<file path="config.mk">
export PLATFORM = sky130hd
export DESIGN_NAME = seq_ripple_addsub
export DESIGN_NICKNAME = d
export VERILOG_FILES = /design/src/rtl/seq_ripple_addsub.sv
export SDC_FILE = /design/constraint.sdc
export NUM_CORES = 1
export LEC_CHECK = 0
export BUFFER_PORTS_ARGS = -buffer_cell sky130_fd_sc_hd__buf_2
export CAP_MARGIN = 20
export CORE_MARGIN = 4
export CORE_UTILIZATION = 41
export DETAILED_ROUTE_END_ITERATION = 8
export SYNTH_ARGS = -nofsm -noshare
export SYNTH_HDL_FRONTEND = slang
export SYNTH_SLANG_ARGS = --single-unit
</file>
<file path="constraint.sdc">
create_clock -name clk -period 2.76 [get_ports clk]
set_input_delay 0.138 -clock clk [delete_from_list [all_inputs] [get_ports clk]]
set_output_delay 0.138 -clock clk [all_outputs]
set_load 0.05 [all_outputs]
</file>
<file path="src/rtl/seq_ripple_addsub.sv">
// seq_ripple_addsub
//   Multi-cycle ripple-carry adder/subtractor. The WIDTH-bit carry chain is cut
//   into NSLICE = WIDTH/CHUNK slices; one slice is evaluated per clock and the
//   carry is held in c_r between slices. Subtraction is A + ~B + 1.
//
// Ports
//   clk   : rising-edge clock
//   rst   : asynchronous, active-high reset
//   start : request, sampled only in IDLE
//   sub   : 0 = a+b+cin, 1 = a-b (cin ignored)
//   a, b  : WIDTH-bit operands, captured on the accepting edge only
//   cin   : carry-in, add mode only
//   busy  : high for the NSLICE cycles the chain is being evaluated
//   done  : one-cycle pulse, sum/cout/ovf valid
//   sum   : registered result, updated only on completion
//   cout  : carry out of the MSB (sub mode: 1 = no borrow)
//   ovf   : signed overflow
module seq_ripple_addsub #(
  parameter int WIDTH = 16,
  parameter int CHUNK = 4
) (
  input  logic             clk,
  input  logic             rst,
  input  logic             start,
  input  logic             sub,
  input  logic [WIDTH-1:0] a,
  input  logic [WIDTH-1:0] b,
  input  logic             cin,
  output logic             busy,
  output logic             done,
  output logic [WIDTH-1:0] sum,
  output logic             cout,
  output logic             ovf
);

  localparam int NSLICE = WIDTH / CHUNK;
  localparam int KW     = (NSLICE > 1) ? $clog2(NSLICE) : 1;
  localparam logic [KW-1:0] K_LAST = KW'(NSLICE - 1);

  generate
    if (WIDTH < 2 || CHUNK < 1 || CHUNK > WIDTH || (WIDTH % CHUNK) != 0) begin : g_bad_cfg
      $error("seq_ripple_addsub: illegal WIDTH/CHUNK combination");
    end
  endgenerate

  typedef enum logic [1:0] {S_IDLE, S_BUSY, S_DONE} state_t;

  state_t           state;
  logic [WIDTH-1:0] a_r, b_r, res_r;
  logic             c_r;
  logic [KW-1:0]    k;

  // Current slice of the chain
  logic [CHUNK-1:0] a_sl, b_sl, s_sl;
  logic             c_nxt, c_msb;
  logic [WIDTH-1:0] res_nxt;

  always_comb begin
    a_sl = a_r[int'(k)*CHUNK +: CHUNK];
    b_sl = b_r[int'(k)*CHUNK +: CHUNK];
    {c_nxt, s_sl} = {1'b0, a_sl} + {1'b0, b_sl} + {{CHUNK{1'b0}}, c_r};
    // Carry into the top bit of the slice, recovered from the sum bit. Only
    // meaningful on the last slice, where it is the carry into bit WIDTH-1.
    c_msb = s_sl[CHUNK-1] ^ a_sl[CHUNK-1] ^ b_sl[CHUNK-1];
    res_nxt = res_r;
    res_nxt[int'(k)*CHUNK +: CHUNK] = s_sl;
  end

  always_ff @(posedge clk or posedge rst) begin
    if (rst) begin
      state <= S_IDLE;
      a_r   <= '0;
      b_r   <= '0;
      res_r <= '0;
      c_r   <= 1'b0;
      k     <= '0;
      busy  <= 1'b0;
      done  <= 1'b0;
      sum   <= '0;
      cout  <= 1'b0;
      ovf   <= 1'b0;
    end else begin
      case (state)
        S_IDLE: begin
          done <= 1'b0;
          if (start) begin
            a_r   <= a;
            b_r   <= sub ? ~b : b;
            c_r   <= sub ? 1'b1 : cin;
            k     <= '0;
            busy  <= 1'b1;
            state <= S_BUSY;
          end
        end
        S_BUSY: begin
          res_r <= res_nxt;
          c_r   <= c_nxt;
          if (k == K_LAST) begin
            sum   <= res_nxt;
            cout  <= c_nxt;
            ovf   <= c_msb ^ c_nxt;
            busy  <= 1'b0;
            done  <= 1'b1;
            state <= S_DONE;
          end else begin
            k <= k + 1'b1;
          end
        end
        S_DONE: begin
          done  <= 1'b0;
          state <= S_IDLE;
        end
        default: begin
          busy  <= 1'b0;
          done  <= 1'b0;
          state <= S_IDLE;
        end
      endcase
    end
  end

endmodule

</file>
* Yosys cells after proc, flatten, opt, wreduce, memory -nomap -nowiden
Cells that the tools add are included.
Storage, ports and cells: register bits after elaboration 73, bits in latches 0, bits in writable memories 0, memory bits (read-only) 0, input port bits 37, output and inout bits 20, word-level logic and storage cells 54, memories 0
Cells by class: add/subtract/negate cells 4, $mul 0, div/mod/pow operators 0, $lt $le $gt $ge 0, equality and inequality tests 6, shift-type cells 4, mux-type cells 16, bitwise logic cells 5, reduce and logical (&&, ||, !) cells 8
Operators by type and width (number):
- negation 4 -> 33 bit | 1
- variable shift 4 x 33 -> 16 bit (first input constant) | 1
- variable part select 4 x 33 -> 16 bit | 1
- variable part select 16 x 5 -> 4 bit | 2
- bitwise mux 16 bit | 1
- two-way mux 16 bit | 1
- NOT 16 bit | 1
- two-way mux 2 bit | 4
- one-hot mux 2 bit (2 select lines) | 2
- AND reduction 2 bit | 4
- two-way mux 1 bit | 6
- inequality test 2 bit (second input constant) | 3
- AND reduction 3 bit | 2
- adder 4 x 4 -> 5 bit | 1
- adder 5 x 1 -> 5 bit | 1
- == test 2 bit (second input constant) | 2
- one-hot mux 1 bit (3 select lines) | 1
- XOR 1 bit | 3
- adder 2 x 1 -> 2 bit (second input constant) | 1
- == test 2 x 1 -> 1 bit (second input constant) | 1
- zero test 2 bit | 1
- one-hot mux 1 bit (2 select lines) | 1
- nonzero test 2 bit | 1
- NOT 1 bit | 1

* Depth between registers and ports, before layout
depth in word-level cells 6, depth in mapped cells 9, gate-level depth less buffers 8

* Worst setup path after synthesis
No wires, ideal clock.
path type register to register, from register k[0], to register ovf, setup time 129 ps, data arrival time 2890 ps, data required time 2631 ps, setup slack -259 ps, stages on the path, launching flop included 10, buffers on the path 1, clock period less this slack 3019 ps, cell sequence dfrtp_1 -> buf_2 -> mux4_2 -> fa_1 -> fa_1 -> a21o_1 -> a21oi_1 -> xnor3_1 -> xnor2_1 -> o21ai_1
On the way: cells in the longest elaborated chain, start to end 6, elaborated cells between the ends (all ways) 9, those cells by class 2 x add/sub; 1 x eq/ne; 2 x shift; 3 x bitwise; 1 x reduce/logical
RTL lines:
- start, declared | line 51 | logic [KW-1:0] k;
- start signal, assigned | line 106 | k <= k + 1'b1;
- variable part select 16 x 5 -> 4 bit (on tied branches) | line 59, 60
- adder 4 x 4 -> 5 bit | line 61 | {c_nxt, s_sl} = {1'b0, a_sl} + {1'b0, b_sl} + {{CHUNK{1'b0}}, c_r};
- adder 5 x 1 -> 5 bit | line 61
- XOR 1 bit (2 in a row) | line 64 | c_msb = s_sl[CHUNK-1] ^ a_sl[CHUNK-1] ^ b_sl[CHUNK-1];
- XOR 1 bit | line 101 | ovf <= c_msb ^ c_nxt;
- end signal, assigned | line 101
- end, declared | line 33 | output logic ovf
Several ways; a longest one is shown, not always the timed one. A chain may end at the register's enable or synchronous reset.

* Worst setup path in the final report
from register k[1], to register ovf
Same word-level chain as after synthesis.

==> results.sh <==
export IMPL_syn_nets=345
export IMPL_grt_ovfl_total=0
export IMPL_rsz0062_at_grt="false"
export IMPL_tns_ns=0
export IMPL_ant_nets=0
export IMPL_outcome="finished, final reports clean"
export IMPL_seq_power_share=0.277
export IMPL_grt_pass1_wl_mm=12.7
export IMPL_insertion_delay_ns=0.36
export IMPL_maxCapViolCount=0
export IMPL_yosys_warnings=0
export IMPL_async_flop_share=1.00
export IMPL_gr_usage_all_layers=0.163
export IMPL_grt_max_degree=40
export IMPL_highest_layer="met4"
export IMPL_clock_root_buffer="clkbuf_8"
export IMPL_cp_end_kind="register"
export IMPL_wl_met3_um=391
export IMPL_first_pass_iters=4
export IMPL_fin_area_um2=4300
export IMPL_drive_gt1_frac=0.288
export IMPL_dp_cells=456
export IMPL_clock_path_buffers=2
export IMPL_p_clk_frac=0.142
export IMPL_p_leak_nw=1.94
export IMPL_routedLengthMet1_mm=3.35
export IMPL_power_switching_mw=2.82
export IMPL_hold_class="in2reg"
export IMPL_wirelength_mm=7.23
export IMPL_synth_cell_types=30
export IMPL_vias=2451
export IMPL_drtIter0Drc=89
export IMPL_period_minus_slack_ns=2.61
export IMPL_final_hold_viol_count=0
export IMPL_syn2layout_area_growth_pct=24.5
export IMPL_synthCells=297
export IMPL_dieArea_um2=9960
export IMPL_relSlewSlack=0.459
export IMPL_rows=33
export IMPL_routed_via_density=5.03
export IMPL_p_comb_frac=0.581
export IMPL_intPower_mw=3.62
export IMPL_power_density_nw_per_um2=1500
export IMPL_fin_util=0.524
export IMPL_ios=57
export IMPL_syn_area_per_cell_um2=11.6
export IMPL_switching_share=0.437
export IMPL_dp_slack_ns=0.0730
export IMPL_ys_ff_latch=73
export IMPL_wire_per_inst_um=14.9
export IMPL_yosysTopAreaCell="dfrtp_1"
export IMPL_antenna_found_initial=0
export IMPL_cts_tree="built"
export IMPL_cts_sinks=73
export IMPL_drcViolationCount=0
export IMPL_dpl_hpwl_mm=5.22
export IMPL_start_kind="register"
export IMPL_htree_levels=3
export IMPL_whs_ns=0.0149
export IMPL_wl_met2_mm=3.38
export IMPL_num_fill_cells=766
export IMPL_tightest_slew_ns=0.810
export IMPL_synth_top_cell_area_share=0.529
export IMPL_synth_most_common_cell="dfrtp_1"
export IMPL_worstSetupPathType="reg2reg"
export IMPL_yosys_top_cells_area="dfrtp_1 53%, mux2_1 5.2%, mux4_2 5.2%"
export IMPL_irDropWorstVdd_uv=627
export IMPL_die_w_um=99.8
export IMPL_max_freq_mhz=383
export IMPL_start_util=0.420
export IMPL_drv_slew=0
export IMPL_power_mw=6.44
export IMPL_cp_required_ns=3.00
export IMPL_period_share=0.947
export IMPL_port_buffers=56
export IMPL_nets=425
export IMPL_finalSetupViolCount=0
export IMPL_synth_ff_type="dfrtp_1"
export IMPL_gp_congestion=0.761
export IMPL_synth_edf_count=0
export IMPL_antenna_diode_count=0
export IMPL_fin_worst_skew_ns=0.00809
export IMPL_ys_seq_area_frac=0.529
export IMPL_stdcell_count=487
export IMPL_cts_buffers=9
export IMPL_core_area_um2=8220
export IMPL_place_area_um2=3920
export IMPL_die_h_um=99.8
export IMPL_cts_reportedPaths_clkPinSlew_ns=0.08
export IMPL_syn_area_um2=3450
export IMPL_critPathMaxFanout=2
export IMPL_grt_pass1_vias=2523
export IMPL_ys_top_cells_by_count="73 x dfrtp_1, 35 x a21oi_1, 26 x nand2_1"
export IMPL_cp_arrival_ns=2.85
export IMPL_setup_slack_ns=0.146
==> kinds of logic after synthesis <==
| logic type | Yosys count | share of synthesized area |
|---|---|---|
| compound gates | 77 | 0.138 |
| xor+xnor | 20 | 0.0547 |
| fa+ha+maj | 11 | 0.0442 |
| simple gates | 68 | 0.0996 |
| mux | 25 | 0.108 |
| flops | 73 | 0.529 |
| buf+inv | 23 | 0.0275 |
==> flip-flops by register name, indices dropped and copies added, names as in the netlist, 2 cells and up <==
signal	flops
a_r	16
sum	16
res_r	16
k	2
b_r	16
state	2
==> critical path, cell delays in order (launching register included) <==
cell     delay [ns]
dfrtp_1        0.38
mux4_2         0.54
fa_2           0.39
fa_2           0.36
a21o_1         0.19
a21oi_2        0.14
xnor3_1        0.24
xnor2_1        0.18
o21ai_1        0.07
==> final cells by class <==
type | count | area (um^2) | share of cell area
clock buffers | 9 | 124 | 0.0288
repair buffers | 86 | 543 | 0.126
flip-flops and latches | 73 | 1830 | 0.425
inverters | 6 | 22.5 | 0.00524
clock inverters | 7 | 95.1 | 0.0221
well taps | 105 | 131 | 0.0305
multi-input cells | 201 | 1560 | 0.362
==> path summary, 6_finish.rpt <==
path | start | endpoint | slack [ns] | cells past startpoint
min in group asynchronous | rst | sum[12] | 0.48 | 3
setup / recovery | k[1] | ovf | 0.15 | 8
hold / removal | a[11] | a_r[11] | 0.01 | 2
hold reg to reg | busy | busy | 0.48 | 1
setup reg to reg | k[1] | ovf | 0.15 | 8
max in group asynchronous | rst | res_r[0] | 1.52 | 4
==> layout by cell type (no fill, tap or decap), drive strengths merged, types with 2 or more instances in the layout <==
| cell type | netlist | layout |
|---|---|---|
| a21o | 3 | 3 |
| a21oi | 35 | 35 |
| a22o | 9 | 9 |
| a32o | 8 | 8 |
| and2 | 2 | 2 |
| buf | 5 | 71 |
| bufinv | 0 | 2 |
| clkbuf | 12 | 9 |
| clkinvlp | 0 | 4 |
| dfrtp | 73 | 73 |
| dlygate4sd3 | 0 | 15 |
| fa | 2 | 2 |
| ha | 9 | 9 |
| inv | 6 | 6 |
| mux2 | 17 | 17 |
| mux4 | 8 | 8 |
| nand2 | 26 | 26 |
| nor2 | 18 | 18 |
| nor2b | 18 | 18 |
| nor3 | 2 | 2 |
| o21ai | 19 | 19 |
| xnor2 | 18 | 18 |
==> power groups by stage <==
stage	combinational, mW	clock [mW]	sequential (mW)
after detailed placement	3.67	0	1.81
final	3.74	0.916	1.78
after global routing	4.10	0.990	1.85
after CTS	3.70	0.941	1.79
after floorplan	2.19	0	2.16
after global placement	3.62	0	1.79
==> per-layer routing <==
metal	GRT usage	vias to the layer above
met2	0.256	64
met5	0	-
met4	0.0494	0
met3	0.0556	10
li1	-	1204
met1	0.215	1173
==> timing repair <==
action,in CTS,in global routing
hold endpoints to repair,51,0
endpoints found under the setup margin,0,5
gates resized for setup,0,3
hold buffers,15,0
buffers inserted,0,0
(Power assumes the default switching activity.)
